### src/rtl/ps2_kbd_cmd_ctrl.sv
// PS/2 keyboard command sequencer: reset/BAT bring-up, LED updates with ACK/resend/retry
// handling, and forwarding of unsolicited device bytes to the scan-code decoder.
module ps2_kbd_cmd_ctrl #(
  parameter int TIMEOUT_BITS = 25,
  parameter int MAX_RETRY    = 3
) (
  input  logic       clk,
  input  logic       rst,
  input  logic       led_req,
  input  logic [2:0] led_mask,
  output logic       led_busy,
  output logic       init_done,
  output logic       err,
  output logic       key_valid,
  output logic [7:0] key_code,
  output logic       ps2_wr_stb,
  output logic [7:0] ps2_wr_data,
  input  logic       ps2_tx_ready,
  input  logic       ps2_tx_done,
  input  logic       ps2_rddata_valid,
  input  logic [7:0] ps2_rd_data
);

  localparam int RW = (MAX_RETRY < 1) ? 1 : $clog2(MAX_RETRY + 1);
  localparam logic [RW-1:0] RETRY_LIMIT = RW'(MAX_RETRY);

  localparam logic [7:0] CMD_RESET    = 8'hFF;
  localparam logic [7:0] CMD_SET_LED  = 8'hED;
  localparam logic [7:0] RSP_ACK      = 8'hFA;
  localparam logic [7:0] RSP_RESEND   = 8'hFE;
  localparam logic [7:0] RSP_BAT_OK   = 8'hAA;
  localparam logic [7:0] RSP_BAT_FAIL = 8'hFC;

  typedef enum logic [2:0] {
    PH_INIT_RST,
    PH_INIT_BAT,
    PH_READY,
    PH_LED_CMD,
    PH_LED_ARG,
    PH_FAIL
  } phase_t;

  // Sub-state of the byte exchange used by every command-sending phase.
  typedef enum logic [1:0] {
    XF_SEND,
    XF_TXD,
    XF_ACK
  } xfer_t;

  phase_t                  phase_q, phase_d;
  xfer_t                   xfer_q, xfer_d;
  logic [TIMEOUT_BITS-1:0] timer_q, timer_d;
  logic [RW-1:0]           retry_q, retry_d;
  logic                    pending_q, pending_d;
  logic [2:0]              pend_mask_q, pend_mask_d;
  logic [2:0]              cur_mask_q, cur_mask_d;

  logic       ack_evt, retry_evt, bat_ok, leave_ready, in_exchange;
  logic       wr_stb_d, key_valid_d, init_done_d, err_d, led_busy_d;
  logic [7:0] wr_data_d, key_code_d;

  assign in_exchange = (phase_q == PH_INIT_RST) || (phase_q == PH_LED_CMD) ||
                       (phase_q == PH_LED_ARG);

  always_ff @(posedge clk) begin
    if (rst) begin
      phase_q     <= PH_INIT_RST;
      xfer_q      <= XF_SEND;
      timer_q     <= '1;
      retry_q     <= '0;
      pending_q   <= 1'b0;
      pend_mask_q <= 3'b000;
      cur_mask_q  <= 3'b000;
      ps2_wr_stb  <= 1'b0;
      ps2_wr_data <= CMD_RESET;
      key_valid   <= 1'b0;
      key_code    <= 8'h00;
      init_done   <= 1'b0;
      err         <= 1'b0;
      led_busy    <= 1'b1;
    end else begin
      phase_q     <= phase_d;
      xfer_q      <= xfer_d;
      timer_q     <= timer_d;
      retry_q     <= retry_d;
      pending_q   <= pending_d;
      pend_mask_q <= pend_mask_d;
      cur_mask_q  <= cur_mask_d;
      ps2_wr_stb  <= wr_stb_d;
      ps2_wr_data <= wr_data_d;
      key_valid   <= key_valid_d;
      key_code    <= key_code_d;
      init_done   <= init_done_d;
      err         <= err_d;
      led_busy    <= led_busy_d;
    end
  end

  // The timer saturates at zero so a discarded byte on the expiry cycle defers the timeout by one cycle.
  always_comb begin
    phase_d     = phase_q;
    xfer_d      = xfer_q;
    timer_d     = (timer_q == '0) ? '0 : timer_q - TIMEOUT_BITS'(1);
    retry_d     = retry_q;
    cur_mask_d  = cur_mask_q;
    ack_evt     = 1'b0;
    retry_evt   = 1'b0;
    bat_ok      = 1'b0;
    leave_ready = 1'b0;

    case (phase_q)
      PH_INIT_RST, PH_LED_CMD, PH_LED_ARG: begin
        case (xfer_q)
          XF_SEND: begin
            if (ps2_tx_ready) begin
              xfer_d  = XF_TXD;
              timer_d = '1;
            end
          end
          XF_TXD: begin
            if (ps2_tx_done) begin
              xfer_d  = XF_ACK;
              timer_d = '1;
            end else if (timer_q == '0) begin
              retry_evt = 1'b1;
            end
          end
          XF_ACK: begin
            if (ps2_rddata_valid) begin
              if (ps2_rd_data == RSP_ACK) begin
                ack_evt = 1'b1;
              end else if (ps2_rd_data == RSP_RESEND) begin
                retry_evt = 1'b1;
              end
            end else if (timer_q == '0) begin
              retry_evt = 1'b1;
            end
          end
          default: xfer_d = XF_SEND;
        endcase
      end
      PH_INIT_BAT: begin
        if (ps2_rddata_valid) begin
          if (ps2_rd_data == RSP_BAT_OK) begin
            bat_ok = 1'b1;
          end else if (ps2_rd_data == RSP_BAT_FAIL) begin
            retry_evt = 1'b1;
          end
        end else if (timer_q == '0) begin
          retry_evt = 1'b1;
        end
      end
      PH_READY: begin
        if (pending_q) begin
          leave_ready = 1'b1;
          phase_d     = PH_LED_CMD;
          xfer_d      = XF_SEND;
          cur_mask_d  = pend_mask_q;
        end
      end
      PH_FAIL: phase_d = PH_FAIL;
      default: phase_d = PH_INIT_RST;
    endcase

    if (ack_evt) begin
      retry_d = '0;
      xfer_d  = XF_SEND;
      case (phase_q)
        PH_INIT_RST: begin
          phase_d = PH_INIT_BAT;
          timer_d = '1;
        end
        PH_LED_CMD: phase_d = PH_LED_ARG;
        default:    phase_d = PH_READY;
      endcase
    end

    if (bat_ok) begin
      retry_d = '0;
      phase_d = PH_READY;
    end

    // A failed BAT repeats the whole reset exchange; LED_ARG retries resend only the argument.
    if (retry_evt) begin
      if (retry_q == RETRY_LIMIT) begin
        phase_d = PH_FAIL;
      end else begin
        retry_d = retry_q + RW'(1);
        xfer_d  = XF_SEND;
        if (phase_q == PH_INIT_BAT) begin
          phase_d = PH_INIT_RST;
        end
      end
    end

    pending_d   = led_req | (pending_q & ~leave_ready);
    pend_mask_d = led_req ? led_mask : pend_mask_q;
  end

  always_comb begin
    wr_stb_d  = in_exchange && (xfer_q == XF_SEND) && ps2_tx_ready;
    wr_data_d = ps2_wr_data;
    case (phase_d)
      PH_INIT_RST: wr_data_d = CMD_RESET;
      PH_LED_CMD:  wr_data_d = CMD_SET_LED;
      PH_LED_ARG:  wr_data_d = {5'b00000, cur_mask_d};
      default:     wr_data_d = ps2_wr_data;
    endcase
    key_valid_d = (phase_q == PH_READY) && ps2_rddata_valid;
    key_code_d  = key_valid_d ? ps2_rd_data : key_code;
    init_done_d = init_done | bat_ok;
    err_d       = err | (phase_d == PH_FAIL);
    led_busy_d  = !((phase_d == PH_READY) && !pending_d);
  end

endmodule

### config.mk
export PLATFORM = sky130hd
export DESIGN_NAME = ps2_kbd_cmd_ctrl
export DESIGN_NICKNAME = d
export VERILOG_FILES = /design/src/rtl/ps2_kbd_cmd_ctrl.sv
export SDC_FILE = /design/constraint.sdc
export NUM_CORES = 1
export LEC_CHECK = 0
export CAP_MARGIN = 20
export CORE_MARGIN = 2
export CORE_UTILIZATION = 38
export DETAILED_ROUTE_END_ITERATION = 8
export PLACE_DENSITY = 0.58
export SYNTH_ARGS = -nofsm -noshare
export SYNTH_HDL_FRONTEND = slang
export SYNTH_SLANG_ARGS = --single-unit
### constraint.sdc
create_clock -name clk -period 2.91 [get_ports clk]
set_input_delay 0.4365 -clock clk [delete_from_list [all_inputs] [get_ports clk]]
set_output_delay 0.4365 -clock clk [all_outputs]
set_load 0.005 [all_outputs]
==> key figures <==
Timing
  – Final Hold Vio Count: 0
  – Setup-failing EPs final: 0
  – Fin crit period: between 2 and 3 ns
  – Final Cycle Share: between 90% and 100%
  – RSZ-0062 raised after global routing: true
  – Clock skew: a little over 0.01 ns
  – Slew HR: between 50% and 60%
  – FMAX: 0.359 GHz
  – Tightest Pin Transition: roughly 0.7 ns
  – Slew Limit Fails: 0
  – Setup TNS: 0 ns
  – Post-route setup slack: between 0.1 and 0.15 ns

Die
  – DIE WIDTH: 90.2 um
  – Die area: between 8000 and 9000 um2
  – Die Y: 90.2 um
  – # rows: 31
  – Core box area: approximately 7200 um2
  – I/O pins: 38
  – Starting density of the core: about two fifths

Yosys
  – Post-synth top area share: between 40% and 50%
  – Synth Instances: ~330
  – Most common cell in the netlist: dfxtp_1
  – Flops & latches, synth: 57
  – Mapped cell area: 2820 um2
  – Synth Flop Type: dfxtp_1
  – Post-synth EDFFs: 0
  – Synth cell types: 52
  – Synthesized area per cell: roughly 8.5 um2
  – Ys async rst share: 0%
  – Top area cells in the synthesized netlist: dfxtp_1, o21ai_0, xnor2_1
  – Sequential fraction of the synthesis area: a little over 40%
  – Post-synth top cells: dfxtp_1, nor2_1, nand2_1, o21ai_0, xnor2_1
  – YS warnings: 0
  – Post-synth top area cell: dfxtp_1
  – Syn nets: between 300 and 400

Finish
  – Share of layout cells above drive strength 1: 14.2%
  – Footprint of the multi-input gates: between 1500 and 2000 um2
  – Fin area: between 3000 and 4000 um2
  – Fin nets: ~400
  – Ant diodes: 0
  – Area Overhead vs Synth: 28.3%
  – Fill count: 720
  – Register area: 1140 um2

Power
  – VDD IR-drop max: about 300 uV
  – Power, Total: 1.78 mW
  – Leakage power: 1.28 nW
  – Pwr per Cell Area: just under 500 nW/um2

Place
  – DP HPWL: 4.50 mm
  – GPL Wtd Cong: slightly below 0.9
  – I/O Buffers: 37
  – Post-place instance area: around 3400 um2
  – Post-Place Setup Slack: -0.0901 ns

Global routing
  – Global Route Usage Sum: 16.6%
  – GRT overflow: 0
  – Vias in the first global route: around 2.4k
  – First-pass GRT wire length: ~11 mm
  – Largest net degree at the start of global routing: 26
  – Number of antenna violations at the first check in global routing: 0

Drt
  – Met2 WL post-DR: around 2.9 mm
  – 1st-iter DRT viols: just over 70
  – Via-per-instance ratio: 4.98
  – Remaining antenna violation count: 0
  – DR WL met3: 255 um
  – WL met1: a little over 3 mm
  – Wire length per cell: about 13 um
  – Via Count: 2426
  – Top routing layer in use: met4
  – Drt total wl: ~6.3 mm
  – Pre-Repair DR Iteration Count: 4
  – Residual DRC: 0

CTS
  – Root Driver: clkbuf_8
  – Reg clk slew, reported paths: about 0.060 ns
  – Clk_lat worst skew: roughly 0.34 ns
  – Number of CTS-inserted buffers: 9
  – Bufs on Longest Clock Path: 2
  – Clock Sinks: 57
  – CTS tree: done
  – H-Tree Depth: 3

Setup path
  – Buf/Inv on CP: 2
  – Startpoint Class: flop
  – R2R depth: 10
  – Critical path depth: 10
  – Crit path max-delay cell type: or4b_1
  – Worst-path fanout max: 11
  – CP peak stage delay: 0.50 ns
  – CP Capture Type: flop
  – CP arrival: ~3.0 ns
  – Cell family with most CP delay: simple AND/OR/NAND/NOR gates
  – Worst setup path category: reg -> reg
  – Worst-path cell chain: inv_1, ha_1, or4b_1, nor4b_2, a22oi_1, a211oi_4, mux2i_4, buf_4, nor2b_1, a221o_1
  – Data required, critical path: ~3.1 ns

Status
  – Status: complete, no violations

Hold path
  – Worst hold path depth: 2
  – HP Class: reg -> reg

Job
  – Max Cap Viol: 0
-- final timing paths --
check                           startpoint                          end  slack (ns)
setup reg to reg     timer_q[0]$_SDFF_PP1_  ps2_wr_data[1]$_SDFFE_PP1P_        0.12
hold / removal    key_code[3]$_SDFFE_PP0P_     key_code[3]$_SDFFE_PP0P_        0.46
setup / recovery     timer_q[0]$_SDFF_PP1_  ps2_wr_data[1]$_SDFFE_PP1P_        0.12
hold reg to reg   key_code[3]$_SDFFE_PP0P_     key_code[3]$_SDFFE_PP0P_        0.46
-- cell type report --
cell class	instances	area share, %
Timing Repair Buffer	59	14.8
Multi-Input combinational cell	246	43.5
Clock buffer	14	4.77
Tap cell	99	3.42
Sequential cell	57	31.5
Clock inverter	2	0.968
Inverter	10	1.04
-- power breakdown --
| part | total, mW | leakage (nW) | switching (mW) | internal (mW) |
|---|---|---|---|---|
| combinational | 0.192 | 0.715 | 0.100 | 0.0917 |
| sequential | 0.815 | 0.462 | 0.0164 | 0.799 |
| clock | 0.777 | 0.107 | 0.312 | 0.465 |
| total | 1.78 | 1.28 | 0.428 | 1.36 |
-- cells in the final DEF, fill, tap and decap left out, types with 3 or more instances in the layout --
cell type	instances
dfxtp_1	57
clkdlybuf4s50_1	37
nor2_1	35
nand2_1	34
o21ai_0	33
buf_4	22
xnor2_1	18
a21oi_1	15
clkbuf_8	12
nor3_1	11
inv_1	10
nor4_1	9
and2_1	8
ha_1	7
xor2_1	6
nor2b_1	5
mux2i_1	5
nand2b_1	4
mux2_2	4
nand3_1	4
or2_2	3
or3_1	3
and4_1	3
-- flip-flops by register name, summed over array words and instances, names as in the netlist --
register	count
err	1
key_code	8
retry_q	2
init_done	1
cur_mask_q	3
phase_q	3
ps2_wr_data	5
pending_q	1
xfer_q	2
ps2_wr_stb	1
pend_mask_q	3
led_busy	1
key_valid	1
timer_q	25
-- logic make-up (layout without fill, tap and decap cells) --
family	count (synthesis)	count (layout)	synth area share (%)
XOR/XNOR	24	24	7.45
adder cells (fa/ha/maj)	7	7	3.11
buffers and inverters	29	85	4.35
flip-flops	57	57	40.5
AND/OR/NAND/NOR	137	137	25.7
AO/OA/AOI/OAI	68	68	15.2
multiplexers	10	10	3.73
-- tightest hold or removal path, cell delays in order, from the launching register on --
cell	delay, ns
dfxtp_1	0.31
nand2_1	0.05
a21oi_1	0.05
-- metal layers --
layer | GRT usage (%) | up-vias
met1 | 20.4 | 1111
met5 | 0 | -
met2 | 26.6 | 47
li1 | - | 1256
met3 | 5.11 | 12
met4 | 7.82 | 0
-- metrics by stage --
step | hold slack (ns) | instances | util (%)
floorplan | 0.451 | 332 | -
global placement | 0.445 | 470 | 47.0
detailed placement | 0.449 | 470 | 47.0
CTS | 0.461 | 486 | 49.9
global route | 0.476 | 487 | 50.2
finish | 0.457 | 487 | 50.2
-- repair_timing --
action / CTS / global route
endpoints found under the setup margin: 0 / 4
hold endpoints to repair: 0 / 0
resized for setup: 0 / 2
setup buffers: 0 / 1
hold buffers: 0 / 0
No activity file was read; power rests on OpenSTA's default activity.
